--- config.mk ---
export PLATFORM = sky130hd
export DESIGN_NAME = pattern_vector_sequencer
export DESIGN_NICKNAME = d
export VERILOG_FILES = /design/src/rtl/pattern_vector_sequencer.sv
export SDC_FILE = /design/constraint.sdc
export NUM_CORES = 1
export LEC_CHECK = 0
export BUFFER_PORTS_ARGS = -buffer_cell sky130_fd_sc_hd__buf_2
export CAP_MARGIN = 15
export CORE_UTILIZATION = 55
export CTS_BUF_LIST = sky130_fd_sc_hd__clkbuf_16
export CTS_CLUSTER_SIZE = 12
export DETAILED_ROUTE_END_ITERATION = 6
export PLACE_DENSITY = 0.81
export SLEW_MARGIN = 20
export SYNTH_ARGS = -nofsm -noshare
export SYNTH_HDL_FRONTEND = slang
export SYNTH_SLANG_ARGS = --single-unit
--- constraint.sdc ---
create_clock -name blif_clk_net -period 3.33 [get_ports blif_clk_net]
set_input_delay 0.1665 -clock blif_clk_net [delete_from_list [all_inputs] [get_ports blif_clk_net]]
set_output_delay 0.1665 -clock blif_clk_net [all_outputs]
set_load 0.01 [all_outputs]
--- src/rtl/pattern_vector_sequencer.sv ---
// LFSR-driven self-test sequencer for one pattern netlist instance.
// Compacts sampled netlist outputs into a 16-bit MISR signature.
module pattern_vector_sequencer #(
  parameter int          NIN       = 11,
  parameter int          NOUT      = 10,
  parameter int          LATENCY   = 2,
  parameter int          INIT_CYC  = 2,
  parameter int          CNT_W     = 16,
  parameter logic [10:0] LFSR_TAPS = 11'h500,
  parameter logic [15:0] MISR_TAPS = 16'hB400
) (
  input  logic             blif_clk_net,
  input  logic             blif_reset_net,
  input  logic             start,
  input  logic             abort,
  input  logic [CNT_W-1:0] num_vectors,
  input  logic [NIN-1:0]   seed,
  output logic [NIN-1:0]   dut_in,
  output logic             dut_rst_n,
  input  logic [NOUT-1:0]  dut_out,
  output logic             busy,
  output logic             done,
  output logic             aborted,
  output logic [15:0]      signature,
  output logic [CNT_W-1:0] vec_count
);

  typedef enum logic [2:0] {
    IDLE, INIT, WAIT, CAPTURE, DONE
  } state_t;

  state_t           state;
  logic [NIN-1:0]   lfsr;
  logic [NIN-1:0]   lfsr_next;
  logic [15:0]      misr_next;
  logic [CNT_W-1:0] nv_q;
  logic [15:0]      cnt;
  logic [NIN-1:0]   seed_eff;
  logic [CNT_W-1:0] vc_inc;

  // Next-state datapath for LFSR, MISR and seed substitution.
  always_comb begin
    lfsr_next = lfsr >> 1;
    if (lfsr[0]) lfsr_next = lfsr_next ^ NIN'(LFSR_TAPS);
    misr_next = signature >> 1;
    if (signature[0]) misr_next = misr_next ^ MISR_TAPS;
    misr_next = misr_next ^ 16'(dut_out);
    seed_eff  = (seed == '0) ? '1 : seed;
    vc_inc    = vec_count + 1'b1;
  end

  // Sequencer FSM; abort overrides control but not a capture in flight.
  always_ff @(posedge blif_clk_net or negedge blif_reset_net) begin
    if (!blif_reset_net) begin
      state     <= IDLE;
      lfsr      <= '0;
      nv_q      <= '0;
      cnt       <= '0;
      dut_in    <= '0;
      dut_rst_n <= 1'b1;
      busy      <= 1'b0;
      done      <= 1'b0;
      aborted   <= 1'b0;
      signature <= '0;
      vec_count <= '0;
    end else begin
      done    <= 1'b0;
      aborted <= 1'b0;
      unique case (state)
        IDLE: begin
          if (start && !abort) begin
            nv_q      <= num_vectors;
            lfsr      <= seed_eff;
            dut_in    <= seed_eff;
            signature <= '0;
            vec_count <= '0;
            cnt       <= '0;
            dut_rst_n <= 1'b0;
            busy      <= 1'b1;
            state     <= INIT;
          end
        end
        INIT: begin
          if (cnt == 16'(INIT_CYC - 1)) begin
            cnt       <= '0;
            dut_rst_n <= 1'b1;
            if (nv_q == '0) begin
              busy  <= 1'b0;
              done  <= 1'b1;
              state <= DONE;
            end else begin
              state <= WAIT;
            end
          end else begin
            cnt <= cnt + 16'd1;
          end
        end
        WAIT: begin
          if (cnt == 16'(LATENCY - 1)) begin
            cnt   <= '0;
            state <= CAPTURE;
          end else begin
            cnt <= cnt + 16'd1;
          end
        end
        CAPTURE: begin
          signature <= misr_next;
          vec_count <= vc_inc;
          lfsr      <= lfsr_next;
          dut_in    <= lfsr_next;
          if (vc_inc == nv_q) begin
            busy  <= 1'b0;
            done  <= 1'b1;
            state <= DONE;
          end else begin
            state <= WAIT;
          end
        end
        DONE: begin
          state <= IDLE;
        end
        default: state <= IDLE;
      endcase
      if (abort && state != IDLE) begin
        state     <= IDLE;
        cnt       <= '0;
        dut_rst_n <= 1'b1;
        busy      <= 1'b0;
        done      <= 1'b0;
        aborted   <= 1'b1;
      end
    end
  end

endmodule

==> results by group, run 1 <==
STA
  • Final setup vio count: 0
  • Clock skew: 0.006637 ns
  • Worst-margin pin slew: 0.8970 ns
  • RSZ-0062 raised after global routing: no
  • Final Hold Vio Count: 0
  • Relative slew margins: 40.20%
  • Hold slack: 0.05456 ns
  • Final period util: 86.16%
  • Setup_tns: 0 ns
  • Final max-slew violation count: 0
  • Max Fclk: 348.5 MHz
  • Final min period: 2.869 ns

Yosys
  • Synthesized net count: 496
  • Post-synth top area share: 46.22%
  • Synth area leader: dfrtp_1
  • Post-synth top flop: dfrtp_1
  • Seq/Total Area, Yosys: 46.82%
  • Number of synthesized flops with an enable pin: 0
  • Cell variety after synth: 55
  • Seq cells post-synth: 82
  • Synthesis Warnings: 0
  • Async SR Flop Fraction: 100.0%
  • Area contributors post-synth: dfrtp_1 46%, xnor2_1 7.2%, o21ai_0 5.4%
  • Mapped Area: 4385 um2
  • Syn avg cell area: 9.702 um2
  • Synth Instances: 452

Cells and area
  • Fill count: 604
  • Seq. cell area: 2053 um2
  • Fin cells: 636
  • Post-route core utilization: 66.92%
  • Multi-input gate area: 2165 um2
  • Ant diodes: 0
  • Synth-to-layout area growth: 17.92%
  • Fraction of layout cells with a size suffix above 1: 25.28%
  • # nets final: 573

Global routing
  • Initial antenna violation count: 0
  • GRT overflow: 0
  • Vias in the first global route: 3500
  • Tot GR Track Use: 25.84%
  • First-pass GRT wire length: 16990 um
  • Largest net degree at the start of global routing: 83

Die
  • Die W: 91.30 um
  • Boundary pin count: 88
  • # rows: 32
  • Die Ht: 91.30 um
  • Die footprint: 8335 um2
  • Initial Utilization: 56.75%
  • Core Area: 7727 um2

Hold path
  • HP Class: in -> reg

Pwr
  • Pwr Density: 653.8 nW/um2
  • NetSw: 1.139 mW
  • Worst VDD drop: 0.3817 mV
  • Sw frac: 33.69%
  • Clock share of power: 29.2%
  • Sequential Power Share: 43.3%
  • Logic gate share of total power: 27.5%
  • Leakage Power: 2.386 nW
  • Pint: 2.242 mW

Route
  • Initial DRC Count: 275
  • DRC viols: 0
  • Routed Antenna Nets: 0
  • Via density: 5.818
  • Final WL: 10100 um
  • DR vias: 3700
  • Wire per inst: 15.88 um
  • Drt pass-1 iters: 5

Critical path
  • Beginning of the critical path: vec_count[0]
  • CP Capture Point: done
  • CP Max Fanout: 9
  • R2r endpoint: done
  • R2R Path Start: vec_count[0]
  • Req. time, crit path: 3.56 ns
  • Cell count of the worst reg-to-reg path: 7
  • Setup CP Type: reg -> reg
  • Reg2reg setup slack: 0.46 ns
  • Startpoint Class: register
  • Crit path capture type: register
  • Worst Path Arrival: 3.10 ns

Clocking
  • Clk slew on worst S/H paths: 0.06 ns
  • Post-CTS Setup Bufs: 0
  • Hold Buf Count CTS: 0
  • # clock sinks: 82
  • Clock root cell: clkbuf_16
  • CTS Buf Count: 9
  • # resized after CTS: 0
  • CTS Buffer Depth: 2
  • Worst-Skew Late Latency: 0.34 ns
  • CTS tree: built
  • H-Tree Depth: 3

Place
  • Inst Count DP: 619
  • PortBufs: 87
  • Post-DP HPWL: 6743 um
  • Final GP Congestion: 0.8671

Flow run
  • Max Cap Violations: 0

Status
  • Run status: complete, no violations
## critical path: stages (launching register included)
cell,delay (ns)
dfrtp_1,0.50
ha_1,0.33
nand3_1,0.34
nor3_4,0.40
and4bb_2,0.26
o211ai_1,0.12
or4_4,0.56
a211oi_1,0.24
## flip-flops by register name, indices dropped and copies added, names as in the netlist
| register | count |
|---|---|
| aborted | 1 |
| busy | 1 |
| cnt | 16 |
| done | 1 |
| dut_rst_n | 1 |
| lfsr | 11 |
| nv_q | 16 |
| signature | 16 |
| state | 3 |
| vec_count | 16 |
## cells in the mapped netlist (9+ instances only)
master / count
a21oi_1: 10
a22oi_1: 10
clkbuf_1: 20
dfrtp_1: 81
inv_1: 9
mux2_2: 16
nand2_1: 33
nand3_1: 31
nand4_1: 9
nor2_1: 37
nor4_1: 15
o21ai_0: 47
xnor2_1: 36
xor2_1: 15
## worst min-delay path by stage
| stage | from | end | cells after the start |
|---|---|---|---|
| floorplan | blif_reset_net | aborted | 0 |
| global placement | blif_reset_net | nv_q[11] | 1 |
| global route | num_vectors[3] | nv_q[3] | 2 |
| CTS | blif_reset_net | nv_q[3] | 1 |
| finish | num_vectors[3] | nv_q[3] | 2 |
| detailed placement | num_vectors[7] | nv_q[7] | 2 |
## final cells by class
cell class	instances	share of cell area, %
Clock buffer	9	4.355
Clock inverter	7	1.355
Inverter	9	0.6533
Multi-Input combinational cell	333	41.86
Sequential cell	82	39.70
Tap cell	102	2.468
Timing Repair Buffer	94	9.606
## per-layer routing
layer  GRT usage, %  up-vias  wire (um)
met5              0        -          0
met1          34.86     1779       4506
met2          40.59      136       4769
met4          7.937        0        164
met3          7.286       16        656
li1               -     1769          -
## stage by stage
stage / setup WS (ns) / area, um2 / power [mW]
2_1_floorplan: 0.7753 / 4385 / 2.068
3_3_place_gp: 0.6860 / 4862 / 2.363
3_5_place_dp: 0.5370 / 4862 / 2.398
4_1_cts: 0.4722 / 5157 / 3.395
5_1_grt: 0.2549 / 5171 / 3.579
6_report: 0.4607 / 5171 / 3.381
## cell families after synthesis
family / Yosys count / synth area share (%)
simple gates: 165 / 19.97
compound gates: 97 / 13.90
flops: 82 / 46.82
xor+xnor: 51 / 10.19
buf+inv: 37 / 3.937
mux: 17 / 4.337
fa+ha+maj: 3 / 0.8560
## cell usage in the layout, fill, tap and decap left out, types with 6 or more instances in the layout
cell type   n
nand4_1     9
nand3_1    30
a21oi_1    10
inv_1      10
o21ai_0    47
nor2_1     37
dfrtp_1    81
clkbuf_16   9
and3_1      7
nor4_1     15
nand2_1    33
xnor2_1    36
buf_2      86
xor2_1     15
o211ai_1    6
a22oi_1    10
buf_4       6
mux2_2     16
## power by group through the flow
stage                     Sequential, mW  Combinational, mW  Clock [mW]
final                               1.46              0.928       0.988
after global routing                1.50               1.03        1.04
after CTS                           1.46              0.930        1.00
after detailed placement            1.48              0.920           0
after global placement              1.46              0.898           0
after floorplan                     1.47              0.598           0
(Power assumes the default switching activity.)
==> run 2: changes to the inputs <==
Settings changed: BUFFER_PORTS_ARGS -buffer_cell sky130_fd_sc_hd__buf_2 to -buffer_cell sky130_fd_sc_hd__clkbuf_2, CORE_UTILIZATION 55 to 50, PLACE_DENSITY 0.81 to 0.77.
Clock period 3.33 ns to 2.5 ns, I/O delays scaled along.
==> results by group, run 2 (synthesis gave the netlist of run 1 again) <==
Clocking
  • CTS tree: built
  • CTS Buffer Depth: 2
  • Worst-Skew Late Latency: 0.33 ns
  • Clock root cell: clkbuf_16
  • Clk slew on worst S/H paths: 0.06 ns
  • CTS Buf Count: 9
  • H-Tree Depth: 3
  • # clock sinks: 82

Route
  • DR vias: 3824
  • Final WL: 10680 um
  • Routed Antenna Nets: 0
  • Wire per inst: 16.23 um
  • Drt pass-1 iters: 4
  • DRC viols: 0
  • Initial DRC Count: 162
  • Via density: 5.812

STA
  • Final min period: 2.412 ns
  • Worst-margin pin slew: 0.4983 ns
  • Final max-slew violation count: 0
  • Worst setup margin: 0.08805 ns
  • Final setup vio count: 0
  • Hold slack: 0.01908 ns
  • Final Hold Vio Count: 0
  • Clock skew: 0.007946 ns
  • Max Fclk: 414.6 MHz
  • Relative slew margins: 66.78%
  • Final period util: 96.48%

Pwr
  • Leakage Power: 2.463 nW
  • Worst VDD drop: 0.5518 mV
  • Final Total Pwr: 4.513 mW
  • Pwr Density: 844.4 nW/um2

Global routing
  • First-pass GRT wire length: 17620 um
  • Tot GR Track Use: 25.04%
  • Largest net degree at the start of global routing: 47
  • Vias in the first global route: 3612
  • GRT overflow: 0
  • Initial antenna violation count: 0

Cells and area
  • Most frequent cells in the layout: 86 x clkbuf_2, 79 x dfrtp_1, 47 x o21ai_0
  • # nets final: 593
  • Ant diodes: 0
  • Fin cells: 658
  • Commonest non-fill, non-tap cell in the layout: clkbuf_2
  • Synth-to-layout area growth: 21.88%
  • Post-route core utilization: 64.09%
  • Fraction of layout cells with a size suffix above 1: 29.11%

Place
  • DP Worst Slack: 0.02581 ns
  • Inst Count DP: 640
  • Post-DP HPWL: 7507 um
  • PortBufs: 87
  • Final GP Congestion: 0.8601

Critical path
  • Worst Path Arrival: 2.64 ns
  • Setup CP Type: reg -> reg
  • Startpoint Class: register
  • Crit path capture type: register
  • Req. time, crit path: 2.73 ns
  • CP Max Fanout: 6

Flow run
  • Max Cap Violations: 0

Die
  • Initial Utilization: 52.58%
  • Core Area: 8341 um2
  • Die W: 95.66 um
  • Die Ht: 95.66 um
  • Die footprint: 9150 um2
  • # rows: 33
  • Boundary pin count: 88

Status
  • Run status: complete, no violations

Hold path
  • HP Class: in -> reg
==> run 2: cell types whose count changed in the layout (fill, tap and decap cells not counted), sizes merged <==
| cell | change |
|---|---|
| clkbuf | +86 |
| buf | -66 |
| clkinv | +1 |
| clkinvlp | -1 |
| inv | -1 |
==> run 2: routing by layer <==
layer	wire length, um	up-vias	GRT usage [%]
met3	642	14	4.386
met5	0	-	0
met1	4719	1839	35.10
met4	141	0	7.960
met2	5177	144	39.52
li1	-	1827	-
==> run 2: worst paths after layout <==
kind                                 from       endpoint  slack, ns  depth (start not counted)
max                          vec_count[1]           done       0.09                          7
min                        num_vectors[4]        nv_q[4]       0.02                          2
max reg2reg                  vec_count[1]           done       0.09                          7
min reg2reg                 signature[15]  signature[14]       0.50                          2
max in group asynchronous  blif_reset_net      dut_rst_n       1.55                          3
min in group asynchronous  blif_reset_net        nv_q[9]       0.30                          2
==> run 2: where the power goes <==
group          leakage (nW)  switching, mW  internal, mW
logic                  1.24          0.669         0.615
clock network         0.142          0.514         0.762
registers              1.08          0.327          1.63
total                  2.46           1.51          3.00
==> run 2: layout make-up <==
cell class                      count  area, um2
Tap cell                          105      131.4
Clock inverter                      6      60.06
Multi-Input combinational cell    333       2183
Timing Repair Buffer              114      655.6
Fill cell                         700       2995
Sequential cell                    82       2056
Inverter                            9      33.78
Clock buffer                        9      225.2
==> run 2: timing repair <==
action / in CTS / in global routing
pin swaps: 1 / 2
hold buffers: 1 / 0
gates resized for setup: 0 / 4
endpoints found under the setup margin: 1 / 2
endpoints found under the hold margin: 36 / 0
buffers inserted: 0 / 2
==> run 2: metrics by stage <==
stage / TNS [ns] / cell area, um2
final: 0 / 5345
after global routing: -0.007248 / 5345
after CTS: 0 / 5313
after detailed placement: 0 / 5017
after global placement: 0 / 5017
after floorplan: 0 / 4389
==> run 2: critical path: stages (launching register included) <==
cell and delay (ns):
dfrtp_1 0.41, ha_2 0.22, nand3_2 0.16, nor3_4 0.32, and4bb_2 0.27, o211ai_1 0.13, or4_4 0.57, a211oi_1 0.24
